$ cat src/rtl/montgomery_mult_seq_if.sv
// Operand/result handshake bundle for the sequential Montgomery multiplier.
// The master side presents operands and consumes results; the slave is the multiplier.
interface montgomery_mult_seq_if #(
  parameter int DATA_WIDTH = 8
);
  logic                  in_valid;
  logic                  in_ready;
  logic [DATA_WIDTH-1:0] a;
  logic [DATA_WIDTH-1:0] b;
  logic [DATA_WIDTH-1:0] modulant;
  logic [DATA_WIDTH-1:0] rrm;
  logic                  mont_mode;
  logic                  out_valid;
  logic                  out_ready;
  logic [DATA_WIDTH-1:0] out;
  logic                  err;
  logic                  busy;

  modport master (
    output in_valid, a, b, modulant, rrm, mont_mode, out_ready,
    input  in_ready, out_valid, out, err, busy
  );

  modport slave (
    input  in_valid, a, b, modulant, rrm, mont_mode, out_ready,
    output in_ready, out_valid, out, err, busy
  );
endinterface

$ cat src/rtl/montgomery_mult_seq.sv
// Bit-serial radix-2 Montgomery multiplier.
// mont_mode=1: one pass, out = a*b*R^-1 mod n.
// mont_mode=0: second pass against R^2 mod n cancels R^-1, out = a*b mod n.
// An even modulus has no Montgomery inverse and is flagged with err.
module montgomery_mult_seq #(
  parameter int DATA_WIDTH = 8
) (
  input logic                  clk,
  input logic                  reset_n,
  montgomery_mult_seq_if.slave bus
);
  localparam int W  = DATA_WIDTH;
  localparam int SW = DATA_WIDTH + 2;  // S < 4n at its peak, so two guard bits suffice
  localparam int CW = $clog2(DATA_WIDTH);
  localparam logic [CW-1:0] LAST = CW'(DATA_WIDTH - 1);

  typedef enum logic [2:0] {IDLE, PASS1, FIX1, PASS2, FIX2, DONE} state_t;

  state_t         state_q, state_d;
  logic [W-1:0]   x_q, y_q, n_q, rrm_q;
  logic           mode_q;
  logic [SW-1:0]  s_q;
  logic [CW-1:0]  cnt_q;
  logic [W-1:0]   out_q;
  logic           err_q;

  logic           accept;
  logic           last_bit;
  logic [SW-1:0]  s_add, s_odd, s_next;
  logic [W-1:0]   p;

  assign accept   = bus.in_valid && (state_q == IDLE);
  assign last_bit = (cnt_q == LAST);

  // One radix-2 step: add x[i]*y, add n if odd so the halving is exact.
  always_comb begin
    s_add  = s_q + (x_q[cnt_q] ? {2'b00, y_q} : '0);
    s_odd  = s_add + (s_add[0] ? {2'b00, n_q} : '0);
    s_next = s_odd >> 1;
    // S < 2n here, so one conditional subtract lands in [0, n); the low W
    // bits of the difference are exact because the result fits in W bits.
    p      = (s_q >= {2'b00, n_q}) ? (s_q[W-1:0] - n_q) : s_q[W-1:0];
  end

  // State register.
  always_ff @(posedge clk or negedge reset_n) begin
    if (!reset_n) state_q <= IDLE;
    else          state_q <= state_d;
  end

  // Next-state decode and handshake outputs.
  always_comb begin
    state_d       = state_q;
    bus.in_ready  = 1'b0;
    bus.out_valid = 1'b0;
    bus.busy      = 1'b1;
    case (state_q)
      IDLE: begin
        bus.in_ready = 1'b1;
        bus.busy     = 1'b0;
        if (bus.in_valid) state_d = bus.modulant[0] ? PASS1 : DONE;
      end
      PASS1: if (last_bit) state_d = FIX1;
      FIX1:  state_d = mode_q ? DONE : PASS2;
      PASS2: if (last_bit) state_d = FIX2;
      FIX2:  state_d = DONE;
      DONE: begin
        bus.out_valid = 1'b1;
        if (bus.out_ready) state_d = IDLE;
      end
      default: state_d = IDLE;
    endcase
  end

  // Operand latch, accumulator, bit counter and result registers.
  always_ff @(posedge clk or negedge reset_n) begin
    if (!reset_n) begin
      x_q    <= '0;
      y_q    <= '0;
      n_q    <= '0;
      rrm_q  <= '0;
      mode_q <= 1'b0;
      s_q    <= '0;
      cnt_q  <= '0;
      out_q  <= '0;
      err_q  <= 1'b0;
    end else begin
      case (state_q)
        IDLE: if (accept) begin
          x_q    <= bus.a;
          y_q    <= bus.b;
          n_q    <= bus.modulant;
          rrm_q  <= bus.rrm;
          mode_q <= bus.mont_mode;
          s_q    <= '0;
          cnt_q  <= '0;
          if (!bus.modulant[0]) begin
            out_q <= '0;
            err_q <= 1'b1;
          end else begin
            err_q <= 1'b0;
          end
        end
        PASS1, PASS2: begin
          s_q   <= s_next;
          cnt_q <= cnt_q + CW'(1);
        end
        FIX1: begin
          if (mode_q) begin
            out_q <= p;
          end else begin
            // Multiplying by R^2 mod n restores the R factor the first pass removed.
            x_q   <= p;
            y_q   <= rrm_q;
            s_q   <= '0;
            cnt_q <= '0;
          end
        end
        FIX2: out_q <= p;
        default: ;
      endcase
    end
  end

  assign bus.out = out_q;
  assign bus.err = err_q;
endmodule
$ cat src/flat_wrapper.sv
// flat-port wrapper written by rule: the top's interface ports become plain ports
module montgomery_mult_seq_flat 
#(
  parameter int DATA_WIDTH = 8
)
  (clk, reset_n, bus_in_valid, bus_a, bus_b, bus_modulant, bus_rrm, bus_mont_mode, bus_out_ready, bus_in_ready, bus_out_valid, bus_out, bus_err, bus_busy);
  montgomery_mult_seq_if #(.DATA_WIDTH(DATA_WIDTH)) bus_i ();
  input logic clk;
  input logic reset_n;
  input wire logic [$bits(bus_i.in_valid)-1:0] bus_in_valid;
  input wire logic [$bits(bus_i.a)-1:0] bus_a;
  input wire logic [$bits(bus_i.b)-1:0] bus_b;
  input wire logic [$bits(bus_i.modulant)-1:0] bus_modulant;
  input wire logic [$bits(bus_i.rrm)-1:0] bus_rrm;
  input wire logic [$bits(bus_i.mont_mode)-1:0] bus_mont_mode;
  input wire logic [$bits(bus_i.out_ready)-1:0] bus_out_ready;
  output wire logic [$bits(bus_i.in_ready)-1:0] bus_in_ready;
  output wire logic [$bits(bus_i.out_valid)-1:0] bus_out_valid;
  output wire logic [$bits(bus_i.out)-1:0] bus_out;
  output wire logic [$bits(bus_i.err)-1:0] bus_err;
  output wire logic [$bits(bus_i.busy)-1:0] bus_busy;
  assign bus_i.in_valid = bus_in_valid;
  assign bus_i.a = bus_a;
  assign bus_i.b = bus_b;
  assign bus_i.modulant = bus_modulant;
  assign bus_i.rrm = bus_rrm;
  assign bus_i.mont_mode = bus_mont_mode;
  assign bus_i.out_ready = bus_out_ready;
  assign bus_in_ready = bus_i.in_ready;
  assign bus_out_valid = bus_i.out_valid;
  assign bus_out = bus_i.out;
  assign bus_err = bus_i.err;
  assign bus_busy = bus_i.busy;
  montgomery_mult_seq #(.DATA_WIDTH(DATA_WIDTH)) u_core (.clk(clk), .reset_n(reset_n), .bus(bus_i));
endmodule
$ cat config.mk
export PLATFORM = sky130hd
export DESIGN_NAME = montgomery_mult_seq_flat
export DESIGN_NICKNAME = d
export VERILOG_FILES = /design/src/rtl/montgomery_mult_seq_if.sv /design/src/rtl/montgomery_mult_seq.sv /design/src/flat_wrapper.sv
export SDC_FILE = /design/constraint.sdc
export NUM_CORES = 1
export LEC_CHECK = 0
export ABC_CLOCK_PERIOD_IN_PS = 4600
export CELL_PAD_IN_SITES_DETAIL_PLACEMENT = 1
export CELL_PAD_IN_SITES_GLOBAL_PLACEMENT = 1
export CORE_MARGIN = 4
export CORE_UTILIZATION = 43
export CTS_CLUSTER_SIZE = 16
export DETAILED_ROUTE_END_ITERATION = 10
export PLACE_DENSITY = 0.91
export SETUP_SLACK_MARGIN = 0.2
export SLEW_MARGIN = 0
export SYNTH_ARGS = -nofsm -noshare
export SYNTH_HDL_FRONTEND = slang
export SYNTH_SLANG_ARGS = --single-unit
$ cat constraint.sdc
create_clock -name clk -period 4.6 [get_ports clk]
set_clock_uncertainty 0.2 [all_clocks]
set_input_delay 0.92 -clock clk [delete_from_list [all_inputs] [get_ports clk]]
set_output_delay 0.92 -clock clk [all_outputs]
set_load 0.1 [all_outputs]
Yosys cells after proc, flatten, opt, wreduce, memory -nomap -nowiden
Cells that the tools add are included.
W data, S select, Z words.
{"block": "classes", "addsub": 4, "order_cmp": 2, "eq_ne": 14, "n_mux": 32, "reduce_logical": 11}
{"operator": "$mux W8", "n": 10}
{"operator": "$pmux W8 S2", "n": 2}
{"operator": "$pmux W10 S3", "n": 1}
{"operator": "$mux W3", "n": 8}
{"operator": "$pmux W8 S3", "n": 1}
{"operator": "$add A10 B10 Y10", "n": 2}
{"operator": "$mux W10", "n": 2}
{"operator": "$pmux W3 S6", "n": 1}
{"operator": "$ge A10 B8 Y1", "n": 1}
{"operator": "$eq A3 B3 Y1 const B", "n": 3}
{"operator": "$pmux W3 S3", "n": 1}
{"operator": "$ne A2 B1 Y1 const B", "n": 4}
{"operator": "$ne A2 B2 Y1 const B", "n": 4}
{"operator": "$reduce_and A4 Y1", "n": 2}
{"operator": "$sub A8 B8 Y8", "n": 1}
{"operator": "$eq A3 B2 Y1 const B", "n": 2}
{"operator": "$reduce_and A3 Y1", "n": 2}
{"operator": "$reduce_bool A3 Y1", "n": 2}
{"operator": "$mux W1", "n": 5}
{"operator": "$lt A3 B4 Y1 const B", "n": 1}
{"operator": "$add A3 B1 Y3 const B", "n": 1}
{"operator": "$bmux W1 S3", "n": 1}
{"operator": "$eq A3 B1 Y1 const B", "n": 1}
{"operator": "$logic_not A3 Y1", "n": 1}
{"operator": "4 further kinds", "n": 4}
{"block": "totals", "ff_bits": 58, "output_inout_bits": 12}

Logic depth before layout (Yosys ltp)
Gate-level depths: netlist of run 1.
{"block": "logic_depth", "ltp_word": 7, "mapped_depth": 18, "depth_no_buf": 18}

Least setup slack after synthesis of run 1
Ideal clock, no wire load.
{"block": "synth_path", "kind": "flip-flop to flip-flop", "startpoint": "register u_core.cnt_q[0]", "endpoint": "register u_core.s_q[6]", "setup_ps": 122, "arrival_time_ps": 3720, "slack_ps": 559, "stages_incl_launch_ff": 18, "n_path_buf": 0, "synth_period_minus_slack_ps": 4041, "cell_sequence": "dfrtp_1 mux4_2 mux2i_1 nand2b_1 inv_1 ha_1 a211oi_1 nor2_1 o21a_1 nor2_1 xnor2_1 ha_1 nand3_1 a21o_1 nand2_1 o21a_1 or3_1 a32o_1"}
{"block": "synth_between", "elab_chain_len": 7}
{"element": "from (decl)", "line_no": "montgomery_mult_seq.sv:23", "text": "logic [CW-1:0] cnt_q;"}
{"element": "from (signal assigned)", "line_no": "montgomery_mult_seq.sv:106", "text": "cnt_q <= cnt_q + CW'(1);"}
{"element": "$bmux W1 S3 *", "line_no": "montgomery_mult_seq.sv:37", "text": "s_add = s_q + (x_q[cnt_q] ? {2'b00, y_q} : '0);"}
{"element": "$mux W1 (implied by the code) *", "line_no": "montgomery_mult_seq.sv:37"}
{"element": "$mux W8 *", "line_no": "montgomery_mult_seq.sv:37"}
{"element": "$add A10 B10 Y10 *", "line_no": "montgomery_mult_seq.sv:37"}
{"element": "$mux W8", "line_no": "montgomery_mult_seq.sv:38", "text": "s_odd = s_add + (s_add[0] ? {2'b00, n_q} : '0);"}
{"element": "$add A10 B10 Y10 *", "line_no": "montgomery_mult_seq.sv:38"}
{"element": "$pmux W10 S3 *", "line_no": "montgomery_mult_seq.sv:88", "text": "case (state_q)"}
{"element": "to (signal assigned)", "line_no": "montgomery_mult_seq.sv:105", "text": "s_q <= s_next;"}
{"element": "to (decl)", "line_no": "montgomery_mult_seq.sv:22", "text": "logic [SW-1:0] s_q;"}
Mark *: on every way between the ends. The rest lies on a longest branch, timed or not. The select of a mux whose other input is x is not followed.
A chain may end at the register's enable or synchronous reset.

Worst setup path in the final report of run 1
Ends and elaborated chain as after synthesis.

==> results of run 1 <==
-- through the flow --
stage	setup WS, ns	util	hold WS (ns)
2_1_floorplan	0.559	-	0.254
3_3_place_gp	0.608	0.517	0.261
3_5_place_dp	0.359	0.517	0.269
4_1_cts	0.316	0.538	0.285
5_1_grt	0.114	0.540	0.317
6_report	0.333	0.540	0.277
-- cell type report --
cell class	instances	area share
flip-flops and latches	57	0.315
clock inverters	7	0.0105
well taps	105	0.0290
clock buffers	9	0.0274
multi-input cells	311	0.491
repair buffers	52	0.112
inverters	18	0.0149
-- state kept, by name, indices dropped and copies added, names as in the netlist --
register        flops
u_core.s_q          9
u_core.bus.out      8
u_core.n_q          8
u_core.rrm_q        8
u_core.x_q          8
u_core.y_q          8
u_core.cnt_q        3
u_core.state_q      3
u_core.bus.err      1
u_core.mode_q       1
-- path summary, 6_finish.rpt --
kind	from	cells past startpoint	end	slack, ns
max	u_core.cnt_q[0]	17	u_core.s_q[6]	0.33
min	u_core.bus.out[3]	2	u_core.bus.out[3]	0.28
max reg2reg	u_core.cnt_q[0]	17	u_core.s_q[6]	0.33
min reg2reg	u_core.bus.out[3]	2	u_core.bus.out[3]	0.28
max in group asynchronous	reset_n	2	u_core.cnt_q[0]	2.95
min in group asynchronous	reset_n	1	u_core.rrm_q[1]	0.39
-- synth_stat cells (all sizes together) (2+ instances only) --
| cell | n | area [um2] |
|---|---|---|
| o22ai | 4 | 25.0 |
| xnor2 | 10 | 87.6 |
| nand3 | 3 | 15.0 |
| nand4 | 2 | 12.5 |
| o41ai | 2 | 17.5 |
| inv | 18 | 67.6 |
| nand3b | 2 | 15.0 |
| xor2 | 4 | 35.0 |
| a211oi | 6 | 50.1 |
| nor3 | 4 | 20.0 |
| nand2b | 5 | 31.3 |
| and2 | 9 | 56.3 |
| nor2b | 9 | 56.3 |
| mux2i | 6 | 60.1 |
| and3 | 2 | 12.5 |
| buf | 5 | 31.3 |
| dfrtp | 57 | 1430 |
| clkbuf | 10 | 37.5 |
| a31oi | 10 | 62.6 |
| or3 | 4 | 25.0 |
| fa | 3 | 60.1 |
| o31ai | 4 | 30.0 |
| o21a | 8 | 60.1 |
| nor2 | 28 | 105 |
| a21o | 10 | 75.1 |
| a21oi | 21 | 105 |
| o31a | 3 | 26.3 |
| a22o | 10 | 87.6 |
| nand2 | 45 | 171 |
| o21ai | 34 | 185 |
| ha | 26 | 325 |
| mux2 | 19 | 214 |
| a22oi | 3 | 22.5 |
| mux4 | 2 | 45.0 |
-- worst max-delay path: stages (launching register included) --
cell and delay [ns]:
dfrtp_2 0.42, mux4_2 0.52, mux2i_2 0.25, nand2b_1 0.21, inv_1 0.07, ha_1 0.30
a211oi_1 0.24, nor2_1 0.12, o21a_1 0.20, nor2_1 0.11, xnor2_1 0.16, ha_1 0.30
nand3_1 0.13, a21o_1 0.13, nand2_1 0.05, o21a_1 0.17, or3_1 0.31, a32o_1 0.25
-- kinds of logic after synthesis --
family / count (synthesis)
compound gates: 122
xor+xnor: 14
fa+ha+maj: 29
buf+inv: 33
flops: 57
mux: 27
simple gates: 119
-- layer usage --
| metal | global-route usage | wire (um) |
|---|---|---|
| met5 | 0 | 0 |
| met4 | 0.0787 | 265 |
| met3 | 0.0413 | 532 |
| met2 | 0.393 | 5580 |
| met1 | 0.274 | 4550 |
-- what timing repair did --
action | 4_1_cts | 5_1_grt
endpoints found under the setup margin | 0 | 3
resized for setup | 0 | 4
endpoints found under the hold margin | 0 | 0
==> impl_metrics.env, run 1 <==
export IMPL_worstSetupPathType="reg -> reg"
export IMPL_post_place_cells=543
export IMPL_synth_nets=467
export IMPL_overflow=0
export IMPL_multi_input_area_um2=2220
export IMPL_ys_flop_type="dfrtp_1"
export IMPL_fin_cells=559
export IMPL_grt_pass1_wl_mm=18.0
export IMPL_wire_per_inst_um=19.5
export IMPL_final_common_cell="dfrtp_1"
export IMPL_drt_pass1_iterations=4
export IMPL_die_h_um=102
export IMPL_routed_via_density=5.84
export IMPL_muxShareOfSynthArea=0.0847
export IMPL_layout_min_cycle_time_ns=4.27
export IMPL_numPortBuffers=48
export IMPL_slew_violations=0
export IMPL_io_pins=49
export IMPL_design_area_um2=4530
export IMPL_outcome="finished, final reports clean"
export IMPL_place_congestion=0.918
export IMPL_cts_hold_fix_buffers=0
export IMPL_cts_root_buf="clkbuf_8"
export IMPL_yosys_warnings=0
export IMPL_dp_hpwl_mm=8.07
export IMPL_hp_class="reg -> reg"
export IMPL_synth_edf_count=0
export IMPL_start_util=0.450
export IMPL_setup_viol=0
export IMPL_end_kind="flip-flop"
export IMPL_fin_tns_setup_ns=0
export IMPL_synthSimpleGateAreaFrac=0.151
export IMPL_cp_data_required_time_ns=4.63
export IMPL_track_usage=0.224
export IMPL_drv_cap=0
export IMPL_layout_nets=515
export IMPL_die_w_um=102
export IMPL_max_freq_mhz=234
export IMPL_synth_top_family_by_area="compound AO/OA/AOI/OAI gates"
export IMPL_final_antenna_net_count=0
export IMPL_tritoncts="yes"
export IMPL_antenna_found_initial=0
export IMPL_std_cell_rows=33
export IMPL_drive_above_1_share=0.115
export IMPL_yosysUniqueCellTypes=53
export IMPL_synthAdderAreaFrac=0.102
export IMPL_numCtsBuffers=9
export IMPL_h_tree_depth=3
export IMPL_insertion_delay_ns=0.35
export IMPL_core_um2=8380
export IMPL_synthCells=401
export IMPL_antenna_cells=0
export IMPL_synthXorXnorAreaFrac=0.0325
export IMPL_fillerInstances=968
export IMPL_die_area_um2=10300
export IMPL_rsz0062_at_grt="no"
export IMPL_synthesis_area_um2=3770
export IMPL_cp_arrival_ns=4.29
export IMPL_post_cts_buffers=0
export IMPL_finalWirelength_mm=10.9
export IMPL_fin_crit_sh=0.928
export IMPL_place_area_um2=4340
export IMPL_drc=0
export IMPL_tightest_slew_ns=1.01
export IMPL_synth_seq_cells=57
export IMPL_cp_max_fo=4
export IMPL_grt_pass1_vias=3608
export IMPL_clkTransAtPathRegs_ns=0.07
export IMPL_slew_headroom=0.308
export IMPL_areaGrowthSynthToFinish_pct=20.1
export IMPL_setup_worst_path_start_class="flip-flop"
export IMPL_finalHoldViolCount=0
export IMPL_syn_avg_cell_area_um2=9.40
export IMPL_drt_iter0_markers=179
export IMPL_synth_compound_area_frac=0.215
export IMPL_clock_path_buffers=2
export IMPL_vias=3267
export IMPL_ys_async_sr_fraction=1.00
export IMPL_grt_max_degree=30
export IMPL_mostFrequentLayoutCells="dfrtp_1, clkdlybuf4s50_1, nand2_1, o21ai_0, nor2_1"
export IMPL_register_area_um2=1430
export IMPL_clock_sinks=57
export IMPL_ys_seq_area_frac=0.378
Power of run 1 is not shown: default switching activity piles up to over one toggle a cycle in this logic, so the estimate is an artifact.
==> run 2: changes to the inputs <==
--- a/config.mk
+++ b/config.mk
@@ -12,6 +12,7 @@
 export CORE_UTILIZATION = 43
 export CTS_CLUSTER_SIZE = 16
 export DETAILED_ROUTE_END_ITERATION = 10
+export HOLD_SLACK_MARGIN = 0.03
 export PLACE_DENSITY = 0.91
 export SETUP_SLACK_MARGIN = 0.2
 export SLEW_MARGIN = 0
==> results of run 2 <==
Same layout as run 1: the final DEF is identical, and so are final timing and power.
Power of run 2 is left out for the same reason.
==> run 3: changes to the inputs <==
--- a/config.mk
+++ b/config.mk
@@ -8,6 +8,7 @@
 export ABC_CLOCK_PERIOD_IN_PS = 4600
 export CELL_PAD_IN_SITES_DETAIL_PLACEMENT = 1
 export CELL_PAD_IN_SITES_GLOBAL_PLACEMENT = 1
+export CORE_ASPECT_RATIO = 0.7
 export CORE_MARGIN = 4
 export CORE_UTILIZATION = 43
 export CTS_CLUSTER_SIZE = 16
==> run 3 against run 2 <==
First-iteration DRC count rose by 53%. Core utilization grew 1.6 points. Critical path depth up 2. Flip-flop and latch count unchanged. Worst hold slack better by 0.00089 ns.
==> impl_metrics.env, run 3 (synthesis gave the netlist of run 1 again) <==
export IMPL_grt_max_degree=38
export IMPL_die_h_um=86.3
export IMPL_r2r_start="u_core.cnt_q[0]"
export IMPL_reg2reg_slack_ns=0.30
export IMPL_grt_pass1_wl_mm=18.8
export IMPL_cp_arrival_ns=4.32
export IMPL_numPortBuffers=48
export IMPL_cp_data_required_time_ns=4.62
export IMPL_tightest_slew_ns=0.998
export IMPL_tritoncts="yes"
export IMPL_place_congestion=0.940
export IMPL_std_cell_rows=28
export IMPL_insertion_delay_ns=0.34
export IMPL_end_kind="flip-flop"
export IMPL_regMostFlops="u_core.s_q"
export IMPL_finalWirelength_mm=11.7
export IMPL_track_usage=0.233
export IMPL_slew_headroom=0.335
export IMPL_drt_iter0_markers=273
export IMPL_register_area_um2=1430
export IMPL_whs_path_depth=2
export IMPL_numCtsBuffers=9
export IMPL_mostFrequentLayoutCells="dfrtp_1, clkdlybuf4s50_1, nand2_1, o21ai_0"
export IMPL_cts_hold_fix_buffers=0
export IMPL_clock_sinks=57
export IMPL_worstSetupPathType="reg -> reg"
export IMPL_r2r_cells=19
export IMPL_fin_tns_setup_ns=0
export IMPL_die_area_um2=10300
export IMPL_largest_register_ffs=9
export IMPL_clock_path_buffers=2
export IMPL_dp_hpwl_mm=8.51
export IMPL_areaGrowthSynthToFinish_pct=25.0
export IMPL_core_um2=8480
export IMPL_hp_class="reg -> reg"
export IMPL_multi_input_area_um2=2250
export IMPL_drt_pass1_iterations=5
export IMPL_die_w_um=120
export IMPL_start_util=0.445
export IMPL_cts_root_buf="clkbuf_16"
export IMPL_overflow=0
export IMPL_vias=3370
export IMPL_setup_viol=0
export IMPL_antenna_cells=0
export IMPL_io_pins=49
export IMPL_whs_ns=0.278
export IMPL_max_freq_mhz=233
export IMPL_setup_worst_path_start_class="flip-flop"
export IMPL_drv_cap=0
export IMPL_h_tree_depth=3
export IMPL_final_common_cell="dfrtp_1"
export IMPL_wire_per_inst_um=20.1
export IMPL_hold_start="u_core.bus.out[0]"
export IMPL_drive_above_1_share=0.131
export IMPL_grt_pass1_vias=3660
export IMPL_final_antenna_net_count=0
export IMPL_r2r_end="u_core.s_q[6]"
export IMPL_outcome="finished, final reports clean"
export IMPL_layout_nets=520
export IMPL_antenna_found_initial=0
export IMPL_clkTransAtPathRegs_ns=0.05
export IMPL_cp_max_fo=6
export IMPL_layout_min_cycle_time_ns=4.30
export IMPL_whs_endpoint="u_core.bus.out[0]"
export IMPL_routed_via_density=5.82
export IMPL_drc=0
export IMPL_slew_violations=0
export IMPL_rsz0062_at_grt="yes"
export IMPL_fillerInstances=973
export IMPL_fin_crit_sh=0.934
export IMPL_finalHoldViolCount=0
## run 3: cell types whose count changed in the layout (fill, tap and decap cells not counted), moves of 2 or more
cell | before | now
clkbuf_16 | 0 | 9
clkbuf_8 | 9 | 2
buf_4 | 4 | 9
clkbuf_1 | 0 | 2
clkinv_4 | 2 | 0
clkinvlp_4 | 2 | 0
nor2_1 | 28 | 26
nor2_2 | 0 | 2
## run 3: metal layers
layer  vias up  wire (um)  global-route usage
li1       1553          -                   -
met1      1674       5070               0.293
met2       114       5630               0.390
met3        29        680              0.0685
met4         0        275              0.0759
met5         -          0                   0
## run 3: worst max path at each step
stage,end,startpoint,slack [ns]
floorplan,u_core.s_q[6],u_core.cnt_q[0],0.56
global placement,u_core.s_q[8],u_core.cnt_q[0],0.49
detailed placement,u_core.s_q[8],u_core.cnt_q[0],0.24
CTS,u_core.s_q[6],u_core.cnt_q[0],0.21
global route,u_core.s_q[6],u_core.cnt_q[0],0.12
finish,u_core.s_q[6],u_core.cnt_q[0],0.30
## run 3: area by class of cell
type | count | area share
multi-input cells | 311 | 0.477
flip-flops and latches | 57 | 0.303
repair buffers | 57 | 0.115
clock buffers | 13 | 0.0552
well taps | 120 | 0.0319
inverters | 18 | 0.0143
clock inverters | 3 | 0.00319
## run 3: metrics by stage
step / instances / util / setup WS, ns / cell area, um2
floorplan: 401 / - / 0.559 / 3770
global placement: 558 / 0.514 / 0.492 / 4360
detailed placement: 558 / 0.514 / 0.241 / 4360
CTS: 574 / 0.548 / 0.207 / 4640
global route: 579 / 0.556 / 0.116 / 4710
finish: 579 / 0.556 / 0.304 / 4710
## run 3: repair_timing
action / 4_1_cts / 5_1_grt
pin swaps: 0 / 2
endpoints found under the setup margin: 2 / 3
buffers inserted: 0 / 5
gates resized for setup: 2 / 7
cloned: 0 / 0
## run 3: worst max-delay path, cell delays in order, from the launching register on
cell,delay [ns]
dfrtp_2,0.40
mux4_2,0.53
mux2i_2,0.23
buf_4,0.19
buf_4,0.11
buf_4,0.09
nor2b_1,0.04
ha_1,0.34
o21ai_0,0.13
nor2_2,0.19
o21a_1,0.16
nor2_2,0.06
xnor2_2,0.14
ha_1,0.35
nand3_1,0.10
a21o_1,0.13
nand2_1,0.06
o21a_1,0.17
or3_1,0.31
a32o_1,0.25
Power of run 3 is left out for the same reason.
==> variant, RTL diff (flow settings as in run 2) <==
The 6 states of `state_t` get a one-hot encoding in 6 bits.
--- a/src/rtl/montgomery_mult_seq.sv
+++ b/src/rtl/montgomery_mult_seq.sv
@@ -16,3 +16,3 @@
 
-  typedef enum logic [2:0] {IDLE, PASS1, FIX1, PASS2, FIX2, DONE} state_t;
+  typedef enum logic [5:0] {IDLE = 6'b000001, PASS1 = 6'b000010, FIX1 = 6'b000100, PASS2 = 6'b001000, FIX2 = 6'b010000, DONE = 6'b100000} state_t;
 
Formal check against the unedited RTL: same outputs for any inputs over 10 cycles, from zero or initial values and one cycle with reset_n low; not proved beyond that.
==> variant against run 2 <==
Highest routed layer unchanged. Setup slack improved by 0.18 ns. Sequential cell count grew 3. Area after synthesis increased by 1.6%. Largest cell class unchanged. Via count up 1.6%. Final cell count grew 4.5%. Cell area grew 0.83%. Routed wire length down 3.0%.
==> variant: results (changes against run 2) <==
- Overall routing resource usage: 21.5% (-0.86 points)
- Unique cell type count in the Yosys netlist: 55 (+3.8%)
- Adder-cell share of the synthesized area: 10.1% (-0.16 points)
- DP Area: 0.00437 sq mm (+0.84%)
- DP HPWL: 7.89 mm (-2.2%)
- Max FO, Critical Path: 5 (+1)
- M1 WL: 4.37 mm (-3.9%)
- Hold path endpoint: u_core.rrm_q[3]
- Met3 usage: 3.75% (-0.38 points)
- Post-synthesis xor/xnor area fraction: 4.58% (+1.3 points)
- Placed Cells: 568 (+4.6%)
- Status: completed
- Nets: 537 (+4.3%)
- Synth area leaders: dfrtp_1 39%, ha_1 8.5%, nand2_1 6.9%, o21ai_0 6.4%, a21oi_1 3.0%
- Share of the synthesized area in the top cell type: 38.6% (+0.71 points)
- Register area share after synthesis: 39.2% (+1.4 points)
- GP Congestion: 0.864 (-5.9%)
- Met3 wire length: 453 microns (-15%)
- WL final: 10.6 mm (-3.0%)
- Final hold slack: 0.271 ns (-0.00598 ns)
- Setup slack at placement: 0.507 ns (+0.149 ns)
- Arr. time, crit path: 4.08 ns (-0.21 ns)
- Syn_nets: 492 (+5.4%)
- Pin count of the biggest net entering global routing: 38 (+27%)
- Vias in the first global route: 3558 (-1.4%)
- Reg-to-reg endpoint: u_core.s_q[8]
- Share of post-route cells with drive strength above 1: 8.40% (-3.1 points)
- Met2 routed wirelength: 5.46 mm (-2.3%)
- Synth Area in Compound Gates: 17.5% (-4.0 points)
- GR Util met1: 25.1% (-2.2 points)
- Initial DRC count: 122 (-32%)
- First-pass GRT wire length: 17.3 mm (-3.9%)
==> variant: cell count changes in the layout (fill, tap and decap cells not counted), sizes merged, moves of 5 or more <==
cell	change
a211oi	-6
nand3	+16
a22o	-10
o21ai	+21
inv	+5
mux2i	+5
a31oi	-7
o21a	-5
nand2	+26
nor2	-14
mux2	-19
==> variant: area by class of cell <==
class / count / area [sq um]
clock buffer: 10 / 138
fill: 1043 / 4110
sequential: 60 / 1500
inverter: 22 / 82.6
tap: 108 / 135
clock inverter: 6 / 48.8
multi-input combinational: 327 / 2160
timing repair buffer: 51 / 495
==> variant: worst max path at each step <==
stage	endpoint	from	depth (start not counted)
final	u_core.s_q[8]	u_core.cnt_q[0]	17
after global routing	u_core.s_q[8]	u_core.cnt_q[0]	17
after detailed placement	u_core.s_q[8]	u_core.cnt_q[0]	17
after floorplan	u_core.s_q[8]	u_core.cnt_q[0]	17
after CTS	u_core.s_q[8]	u_core.cnt_q[0]	17
after global placement	u_core.s_q[7]	u_core.cnt_q[0]	17
